==> src/rtl/deco_3_8_s_if.sv <==
// Code-in / one-hot-out bundle for the sequenced 3-to-8 decoder.
// The producer/consumer side uses master; the decoder uses slave.
interface deco_3_8_s_if #(
  parameter int DEPTH = 4
);
  localparam int LW = $clog2(DEPTH) + 1;

  logic          a_valid;
  logic [2:0]    a;
  logic          a_ready;
  logic [7:0]    d;
  logic          d_valid;
  logic [LW-1:0] level;
  logic          busy;

  modport master (
    output a_valid, a,
    input  a_ready, d, d_valid, level, busy
  );

  modport slave (
    input  a_valid, a,
    output a_ready, d, d_valid, level, busy
  );
endinterface

==> src/rtl/deco_3_8_s.sv <==
// Sequenced 3-to-8 decoder: buffers 3-bit codes in a FIFO and drives each
// as a registered one-hot word for HOLD cycles, back-to-back when backlogged.
module deco_3_8_s #(
  parameter int HOLD  = 4,
  parameter int DEPTH = 4
) (
  input  logic         clk,
  input  logic         rst,
  deco_3_8_s_if.slave  bus
);
  localparam int              AW       = $clog2(DEPTH);
  localparam int              LW       = AW + 1;
  localparam logic [7:0]      HOLD_M1  = 8'(HOLD - 1);
  localparam logic [LW-1:0]   FULL_LVL = LW'(DEPTH);

  typedef enum logic {IDLE, DRIVE} state_t;

  state_t        state, state_n;
  logic [2:0]    mem [DEPTH];
  logic [AW-1:0] wr_ptr, rd_ptr;
  logic [LW-1:0] count;
  logic [7:0]    hold_cnt, hold_cnt_n;
  logic [7:0]    d_q, d_n;
  logic          d_valid_q, d_valid_n;
  logic          full, empty, push, pop;
  logic [2:0]    head;

  assign full  = (count == FULL_LVL);
  assign empty = (count == '0);
  // Readiness comes from the registered count only, so a pop never frees a slot in the same cycle.
  assign push  = bus.a_valid & ~full;
  assign head  = mem[rd_ptr];

  // NOTE: FIFO storage has no reset; contents are only observable through count, which is reset.
  always_ff @(posedge clk) begin
    if (push) mem[wr_ptr] <= bus.a;
  end

  // NOTE: sequential state uses non-blocking assignments so every register samples pre-edge values.
  always_ff @(posedge clk or posedge rst) begin
    if (rst) begin
      wr_ptr <= '0;
      rd_ptr <= '0;
      count  <= '0;
    end else begin
      if (push) wr_ptr <= wr_ptr + AW'(1);
      if (pop)  rd_ptr <= rd_ptr + AW'(1);
      if (push && !pop)      count <= count + LW'(1);
      else if (pop && !push) count <= count - LW'(1);
    end
  end

  always_ff @(posedge clk or posedge rst) begin
    if (rst) begin
      state     <= IDLE;
      hold_cnt  <= '0;
      d_q       <= '0;
      d_valid_q <= 1'b0;
    end else begin
      state     <= state_n;
      hold_cnt  <= hold_cnt_n;
      d_q       <= d_n;
      d_valid_q <= d_valid_n;
    end
  end

  // NOTE: every output of this block gets a default first, so no path can infer a latch.
  always_comb begin
    state_n    = state;
    hold_cnt_n = hold_cnt;
    d_n        = d_q;
    d_valid_n  = d_valid_q;
    pop        = 1'b0;
    unique case (state)
      IDLE: begin
        if (!empty) begin
          pop        = 1'b1;
          d_n        = 8'd1 << head;
          d_valid_n  = 1'b1;
          hold_cnt_n = HOLD_M1;
          state_n    = DRIVE;
        end
      end
      DRIVE: begin
        if (hold_cnt != 8'd0) begin
          hold_cnt_n = hold_cnt - 8'd1;
        end else if (!empty) begin
          // Reload straight from the FIFO so consecutive words abut with no zero cycle.
          pop        = 1'b1;
          d_n        = 8'd1 << head;
          hold_cnt_n = HOLD_M1;
        end else begin
          d_n       = 8'd0;
          d_valid_n = 1'b0;
          state_n   = IDLE;
        end
      end
      default: state_n = IDLE;
    endcase
  end

  assign bus.a_ready = ~full;
  assign bus.d       = d_q;
  assign bus.d_valid = d_valid_q;
  assign bus.level   = count;
  assign bus.busy    = d_valid_q | ~empty;
endmodule
==> src/flat_wrapper.sv <==
// flat-port wrapper written by rule: the top's interface ports become plain ports
module deco_3_8_s_flat 
#(
  parameter int HOLD  = 4,
  parameter int DEPTH = 4
)
  (clk, rst, bus_a_valid, bus_a, bus_a_ready, bus_d, bus_d_valid, bus_level, bus_busy);
  deco_3_8_s_if #(.DEPTH(DEPTH)) bus_i ();
  input  logic clk;
  input  logic rst;
  input wire logic [$bits(bus_i.a_valid)-1:0] bus_a_valid;
  input wire logic [$bits(bus_i.a)-1:0] bus_a;
  output wire logic [$bits(bus_i.a_ready)-1:0] bus_a_ready;
  output wire logic [$bits(bus_i.d)-1:0] bus_d;
  output wire logic [$bits(bus_i.d_valid)-1:0] bus_d_valid;
  output wire logic [$bits(bus_i.level)-1:0] bus_level;
  output wire logic [$bits(bus_i.busy)-1:0] bus_busy;
  assign bus_i.a_valid = bus_a_valid;
  assign bus_i.a = bus_a;
  assign bus_a_ready = bus_i.a_ready;
  assign bus_d = bus_i.d;
  assign bus_d_valid = bus_i.d_valid;
  assign bus_level = bus_i.level;
  assign bus_busy = bus_i.busy;
  deco_3_8_s #(.HOLD(HOLD), .DEPTH(DEPTH)) u_core (.clk(clk), .rst(rst), .bus(bus_i));
endmodule
==> config.mk <==
export PLATFORM = sky130hd
export DESIGN_NAME = deco_3_8_s_flat
export DESIGN_NICKNAME = d
export VERILOG_FILES = /design/src/rtl/deco_3_8_s_if.sv /design/src/rtl/deco_3_8_s.sv /design/src/flat_wrapper.sv
export SDC_FILE = /design/constraint.sdc
export NUM_CORES = 1
export LEC_CHECK = 0
export CAP_MARGIN = 0
export CORE_UTILIZATION = 59
export DETAILED_ROUTE_END_ITERATION = 12
export PLACE_DENSITY = 0.83
export SKIP_CTS_REPAIR_TIMING = 1
export SYNTH_ARGS = -nofsm -noshare
export SYNTH_HDL_FRONTEND = slang
export SYNTH_SLANG_ARGS = --single-unit
==> constraint.sdc <==
create_clock -name clk -period 3.8 [get_ports clk]
set_input_delay 0.95 -clock clk [delete_from_list [all_inputs] [get_ports clk]]
set_output_delay 0.95 -clock clk [all_outputs]
set_load 0.01 [all_outputs]
==> results of run 1 <==
## cells in the final DEF, fill, tap and decap left out, types with 2 or more instances in the layout
cell             count
dfrtp_1             25
clkdlybuf4s50_1     19
edfxtp_1            12
nand2_1             10
inv_1                9
ha_1                 7
nand3_1              6
nor3_1               5
a32o_1               5
mux2i_1              5
clkbuf_4             5
xnor2_1              4
nor2_1               4
o2bb2ai_1            4
and3_1               4
mux4_2               3
xor2_1               3
a21oi_1              3
o21ai_2              2
nand2b_1             2
o21ai_0              2
mux2_2               2
## flip-flops by register name, summed over array words and instances (netlist names)
register / cells
u_core.mem: 12
u_core.bus.d: 8
u_core.hold_cnt: 8
u_core.state: 1
u_core.rd_ptr: 2
u_core.bus.d_valid: 1
u_core.wr_ptr: 2
u_core.bus.level: 3
## layout make-up
cell class	instances	area share (%)
Sequential cell	37	49.2
Clock inverter	3	0.873
Timing Repair Buffer	20	9.86
Inverter	9	1.68
Clock buffer	5	1.87
Tap cell	31	1.93
Multi-Input combinational cell	84	34.6
## routing by layer
metal | vias to the layer above | track usage (%)
met5 | - | 0
met4 | 0 | 10.5
met3 | 8 | 5.35
met2 | 21 | 37.8
met1 | 548 | 27.6
li1 | 533 | -
## Yosys cell counts, types with 2 or more instances
cell type | number | area share [%]
a21oi_1 | 3 | 0.87
a32o_1 | 5 | 2.9
and3_1 | 4 | 1.4
clkbuf_1 | 2 | 0.43
dfrtp_1 | 25 | 36
edfxtp_1 | 12 | 21
ha_1 | 7 | 5.1
inv_1 | 9 | 2.0
mux2_2 | 2 | 1.3
mux2i_1 | 5 | 2.9
mux4_2 | 3 | 3.9
nand2_1 | 10 | 2.2
nand2b_1 | 2 | 0.72
nand3_1 | 6 | 1.7
nor2_1 | 4 | 0.87
nor3_1 | 5 | 1.4
o21ai_0 | 2 | 0.58
o21ai_2 | 2 | 1.0
o2bb2ai_1 | 4 | 2.0
xnor2_1 | 4 | 2.0
xor2_1 | 3 | 1.5
## critical path, stage by stage (launching register included)
cell     delay, ns
dfrtp_1       0.44
inv_1         0.10
ha_1          0.14
or3b_2        0.48
o21ai_2       0.34
nand2_1       0.16
ha_1          0.26
inv_1         0.07
fa_1          0.40
mux2_2        0.27
## cell families after synthesis
group | count (synthesis)
muxes | 11
xor gates and xnor gates | 7
buffers and inverters | 12
DFF | 37
adders and majority gates | 8
and+or+nand+nor | 38
AOI/OAI and AO/OA | 20
## power breakdown
| group | switching (mW) | internal [mW] | total [mW] |
|---|---|---|---|
| clock network | 0.136 | 0.0700 | 0.206 |
| registers | 0.138 | 0.554 | 0.692 |
| logic | 0.273 | 0.306 | 0.579 |
| total | 0.547 | 0.930 | 1.48 |
## worst max path at each step
stage	end	cells past startpoint
2_1_floorplan	u_core.bus.level[1]	9
3_3_place_gp	u_core.bus.level[2]	8
3_5_place_dp	u_core.bus.level[2]	8
4_1_cts	u_core.bus.level[1]	9
5_1_grt	u_core.bus.level[1]	9
6_report	u_core.bus.level[1]	9
## through the flow
step	std cells	setup WS, ns	instance area [um^2]	utilization, %	power [mW]
6_report	189	1.04	2010	72.7	1.48
5_1_grt	189	0.887	2010	72.7	1.59
4_1_cts	189	1.03	2010	72.7	1.48
3_5_place_dp	181	0.921	1950	70.7	1.28
3_3_place_gp	181	1.01	1950	70.7	1.24
2_1_floorplan	133	1.29	1730	-	1.05
==> results list, run 1 <==
- Status: completed
- Cells after Synth: between 100 and 150
- IR analysis of the VDD net gives a maximum drop of approximately 0.00063 V.
- After clock tree synthesis, the clock-pin slew on the worst setup and hold paths is about 0.12 ns.
- Half-perimeter wire length of the detailed placement result: between 2000 and 2500 um
- Placeable core region: ~0.0028 mm^2
- First-pass iteration count of the detailed router: 4
- Met1 Routed Length: around 1400 um
- Total via count in the routed design: about 1100
- Total area of sequential cells: 986 um^2
* Worst hold margin: ~0.50 ns
- Number of remaining DRC errors: 0
- Max-slew violation total from the final report: 0
- Number of antenna violations at the first check in global routing: 0
* Path class of the lowest-slack min-delay path: flip-flop to flip-flop
- Met2 WL: 1520 um
* Residual overflow from global routing: 0
* Worst hold path depth: 1
- After layout, the worst path uses a little over 70% of the clock period.
- Count of nets left with antenna violations after detail routing: 0
* LEAKAGE: around 0.84 nW
- Drt first-iter violations: 18
- Unrepaired setup endpoints after global routing: no
* Nature of the critical path endpoint: flip-flop
* Area share of xor/xnor cells in the synthesized design: 3.55%
- Num Clock Sinks: 37
- Sequential share of the synthesized area: 57.0%
- Power density relative to cell area: approximately 740 mW/mm^2
- The clock reaches the later pin of the worst-skew pair after roughly 0.35 ns.
- Length of routed met3 wiring: between 100 and 150 um
* GR Util All Layers: 22.5%
- Worst clock skew: ~0.011 ns
- Crit. Startpoint: u_core.hold_cnt[0]
- Setup total negative slack on the finished layout was measured at 0 ns.
- Weighted congestion at the end of routability-driven global placement: approximately 0.84
- The worst setup path is launched from a flip-flop.
* Area of the mapped netlist: approximately 0.0017 mm^2
* Min cycle time layout: 2.76 ns
- Data arrival at the endpoint of the critical path: about 3.0 ns
- Maximum buffer depth of the clock tree: 2
- Top_reg_cell synth: dfrtp_1
- Ant. Diodes: 0
- Filler instances: roughly 200
- STA puts the critical path data required time at ~4 ns.
- CP Max Fanout: 8
* Launch instance of the worst min-delay path: u_core.bus.d[4]
* CTS H-Tree Depth: 2
- By area, the combinational part of the netlist is dominated by simple AND/OR/NAND/NOR gates.
* Pin count of the biggest net entering global routing: 26
- Global-route wire length before repair: roughly 5300 um
- Post-synth ARST share: approximately two thirds
* Maximum operating frequency: 363 MHz
* Yosys cell types: 35
- Worst slew pin tran: around 0.94 ns
- Die X-Extent: about 56 um
* Num CTS Buffers: 5
- In this run the tool buffered the top-level ports with 19 buffer cells.
- The die is ~56 um tall.
- The via count of the first global-routing pass was around 1200.
- Dividing the detail-routed wire length by the instance count gives roughly 16 um.
- The tree is rooted in a clkbuf_4.
- Synth Area in Simple Gates: around 12%
- Row generation in the floorplan step produced 19 rows.
* Number of flops mapped to enable cells by yosys: 12
- The count of final hold-check violations came to 0.
- TritonCTS built the clock tree.
* Max Cap Viol: 0
- Final net count: 171
- In the routed layout, each cell is associated on average with a via count of 5.87.
- Adder-cell area share of the yosys netlist: under 10%
- Synth warn: 0
* Share of layout cells above drive strength 1: between 10% and 20%
* FF+latch count, synth: 37
* Initial cell density of the core: approximately 63%
* Worst-case register-to-register setup slack: 1.04 ns
* Avg Inst Size Synth: 13.0 um^2
* Worst reg-to-reg path cell count: 9
- Reg-to-reg startpoint: u_core.hold_cnt[0]
- Setup violations remaining at the end of the flow were counted as 0.
* Die area: about 0.0032 mm^2
* Area overhead of the layout relative to synthesis: 16.0%
- Headroom to the max-slew limit came out at a little under two fifths.
- Nets in the synthesized netlist: approximately 150
- In this run the critical register-to-register path is captured at u_core.bus.level[1].
- Compound-gate portion of the synthesized area: 9.41%
* Worst setup path class: flip-flop to flip-flop
- 20 I/O pins were placed.
- Uppermost signal routing layer after detailed routing: met4
- The portion of synthesized area spent on multiplexers is under 10%.
* Sink of the worst hold path: u_core.bus.d[4]
- Total Wirelength: ~3000 um
- Summing all multi-input logic gate instances after layout gives ~700 um^2.
(Power assumes the default switching activity.)
==> run 2, diff against run 1 <==
--- a/config.mk
+++ b/config.mk
@@ -6,9 +6,9 @@
 export NUM_CORES = 1
 export LEC_CHECK = 0
 export CAP_MARGIN = 0
-export CORE_UTILIZATION = 59
+export CORE_UTILIZATION = 55
 export DETAILED_ROUTE_END_ITERATION = 12
-export PLACE_DENSITY = 0.83
+export PLACE_DENSITY = 0.79
 export SKIP_CTS_REPAIR_TIMING = 1
 export SYNTH_ARGS = -nofsm -noshare
 export SYNTH_HDL_FRONTEND = slang
==> constraint.sdc (replaced) <==
create_clock -name clk -period 2.6 [get_ports clk]
set_input_delay 0.65 -clock clk [delete_from_list [all_inputs] [get_ports clk]]
set_output_delay 0.65 -clock clk [all_outputs]
set_load 0.01 [all_outputs]
==> results list, run 2 (synthesis results as in run 1) <==
- Status: finished, violations left (was completed)
- Failing checks: design-rule violations
* Placeable core region: 0.00288 mm^2 (was 0.00276 mm^2)
- The delay of the slowest critical-path stage came to 0.48 ns (about the same).
- Half-perimeter wire length of the detailed placement result: 2140 um (was 2230 um)
- Min cycle time layout: 2.48 ns (was 2.76 ns)
- The most utilized layer in the global route result is met2 (unchanged).
- CTS tree: built (unchanged)
- The die width was 58.1 um (was 56.1 um).
- The source of the worst hold timing path is u_core.bus.d[3] (was u_core.bus.d[4]).
* Final design area excluding fillers: 0.00206 mm^2 (was 0.00201 mm^2)
- Clock transition at path regs: 0.11 ns (was 0.12 ns)
- Weighted congestion at the end of routability-driven global placement: 0.769 (was 0.843)
- Wire per inst: 14.1 um (was 16.1 um)
* Reg-to-reg startpoint: u_core.hold_cnt[1] (was u_core.hold_cnt[0])
- Maximum operating frequency: 403 MHz (was 363 MHz)
- The via count of the first global-routing pass was 1110 (was 1170).
* Total Power Consumption: 2.18 mW (was 1.48 mW)
- The share of the clock period used by the worst path was 95.5% (was 72.5%).
* Worst clock skew: 0.00866 ns (was 0.0109 ns)
* Total via count in the routed design: 1124 (was 1110)
- Num Clock Sinks: 37 (unchanged)
* Vias per std cell: 5.46 (was 5.87)
- Number of remaining DRC errors: 1 (was 0)
- First-pass iteration count of the detailed router: 8 (was 4)
- The cell at the root of the clock tree is clkbuf_4 (unchanged).
- The final-stage net count came to 177 (was 171).
* Area of placed instances: 0.00199 mm^2 (was 0.00195 mm^2)
- Maximum buffer depth of the clock tree: 2 (unchanged)
- The layout cell share with drive strength beyond 1 came to 16.5% (was 12.7%).
- Cell-by-cell trace of the critical path: inv_1 > ha_1 > or3b_2 > o21ai_2 > nand2_2 > ha_1 > inv_1 > fa_1 > mux2_2 (was inv_1 > ha_1 > or3b_2 > o21ai_2 > nand2_1 > ha_1 > inv_1 > fa_1 > mux2_2)
- The worst endpoint required time is 2.82 ns (was 4.05 ns).
- Number of setup violations in the final report: 0 (unchanged)
* Max Cap Viol: 0 (unchanged)
- Residual overflow from global routing: 0 (unchanged)
- Num CTS Buffers: 5 (unchanged)
* Area overhead of the layout relative to synthesis: 19.3% (was 16.0%)
- Worst hold path depth: 1 (unchanged)
- Final hold vios: 0 (unchanged)
- The area enclosed by the die boundary came to 0.00337 mm^2 (was 0.00315 mm^2).
- Highest-count cells in the layout ignoring fill and taps: dfrtp_1, clkdlybuf4s50_1, edfxtp_1, inv_1, nand2_1 (was dfrtp_1, clkdlybuf4s50_1, edfxtp_1, nand2_1, inv_1)
* Count of nets left with antenna violations after detail routing: 0 (unchanged)
- Global-route wire length before repair: 4970 um (was 5280 um)
- The register with the highest flop count is u_core.mem (unchanged).
- The minimum setup slack among reg-to-reg paths is 0.12 ns (was 1.04 ns).
- The sum of buffers and inverters on the critical path was 2 (unchanged).
- Path class of the lowest-slack min-delay path: flip-flop to flip-flop (unchanged)
- Die H: 58.1 um (was 56.1 um)
* Count of input and output buffers: 19 (unchanged)
* Count of pins on the block boundary: 20 (unchanged)
- Max transition margin: 72.3% (was 37.3%)
- The sum of negative setup slack was 0 ns (unchanged).
* Sink of the worst hold path: u_core.bus.d[3] (was u_core.bus.d[4])
- The final wirelength came to 2910 um (was 3050 um).
- The arrival time of the worst setup path is 2.70 ns (was 3.00 ns).
* Initial cell density of the core: 60.1% (was 62.7%)
- The actual transition at the worst max-transition pin came to 0.412 ns (was 0.940 ns).
* Power density relative to cell area: 1050 mW/mm^2 (was 736 mW/mm^2)
- The total count of max-transition violations in the final report was 0 (unchanged).
- The multi-input logic area is 697 um^2 (was 694 um^2).
- Unrepaired setup endpoints after global routing: no (unchanged)
* LEAKAGE: 0.869 nW (was 0.841 nW)
* CTS H-Tree Depth: 2 (unchanged)
- The area of all sequential standard cells came to 986 um^2 (unchanged).
- CP Max Fanout: 4 (was 8)
- Pin count of the biggest net entering global routing: 26 (unchanged)
- Nature of the critical path endpoint: flip-flop (unchanged)
* Filler instances: 211 (was 202)
* GR Util All Layers: 19.8% (was 22.5%)
* Flip-flop count of the largest register, all copies and words added: 12 (unchanged)
* Met2 GRT Util: 30.9% (was 37.8%)
* Number of antenna violations at the first check in global routing: 0 (unchanged)
- Critical path's top delay family: adder cells (unchanged)
* Worst R2R End: u_core.bus.level[1] (unchanged)
* Worst reg-to-reg path cell count: 9 (unchanged)
* Worst vdd ir: 0.000691 V (was 0.000627 V)
* Commonest non-fill, non-tap cell in the layout: dfrtp_1 (unchanged)
* Element type at the critical path start: flip-flop (unchanged)
- Clock insertion delay at the later pin of the skew report: 0.33 ns (was 0.35 ns)
* Met1 usage: 26.4% (was 27.6%)
- The type of the worst setup path is flip-flop to flip-flop (unchanged).
* Ant. Diodes: 0 (unchanged)
* Number of placement rows: 19 (unchanged)
- GR met3 Demand/Resource: 6.70% (was 5.35%)
- The standard cell with the maximum stage delay on the critical path is or3b_2 (unchanged).
* Drt first-iter violations: 31 (was 18)
[run 2: area by class of cell]
type | instances | area share [%]
clock buffer | 6 | 2.00
clock inverter | 2 | 0.485
inverter | 9 | 1.64
multi-input combinational | 84 | 33.8
sequential | 37 | 47.8
tap | 42 | 2.55
timing repair buffer | 26 | 11.8
[run 2: per-layer routing]
| metal | up-vias | wire length [um] |
|---|---|---|
| li1 | 542 | - |
| met3 | 4 | 107 |
| met1 | 546 | 1360 |
| met2 | 32 | 1420 |
| met4 | 0 | 24 |
| met5 | - | 0 |
[run 2: per-stage QoR]
stage	hold WS [ns]	std cells	setup slack, ns	util (%)
global route	0.527	206	0.0153	71.7
floorplan	0.465	133	0.0874	-
finish	0.504	206	0.116	71.7
CTS	0.507	204	0.0794	71.1
detailed placement	0.481	196	0.0985	69.3
global placement	0.470	196	0.129	69.3
[run 2: where the power goes]
part / switching [mW] / leakage [nW] / internal [mW]
Clock: 0.184 / 0.0320 / 0.103
Combinational: 0.405 / 0.420 / 0.479
Sequential: 0.195 / 0.417 / 0.809
Total: 0.784 / 0.869 / 1.39
[run 2: how the worst max path moves through the flow]
stage | from | end | cells past startpoint
global route | u_core.hold_cnt[0] | u_core.bus.level[1] | 9
floorplan | u_core.hold_cnt[0] | u_core.bus.level[1] | 9
finish | u_core.hold_cnt[1] | u_core.bus.level[1] | 9
CTS | u_core.hold_cnt[0] | u_core.bus.level[1] | 9
detailed placement | u_core.hold_cnt[0] | u_core.bus.level[1] | 9
global placement | bus_a_valid | u_core.bus.level[2] | 8
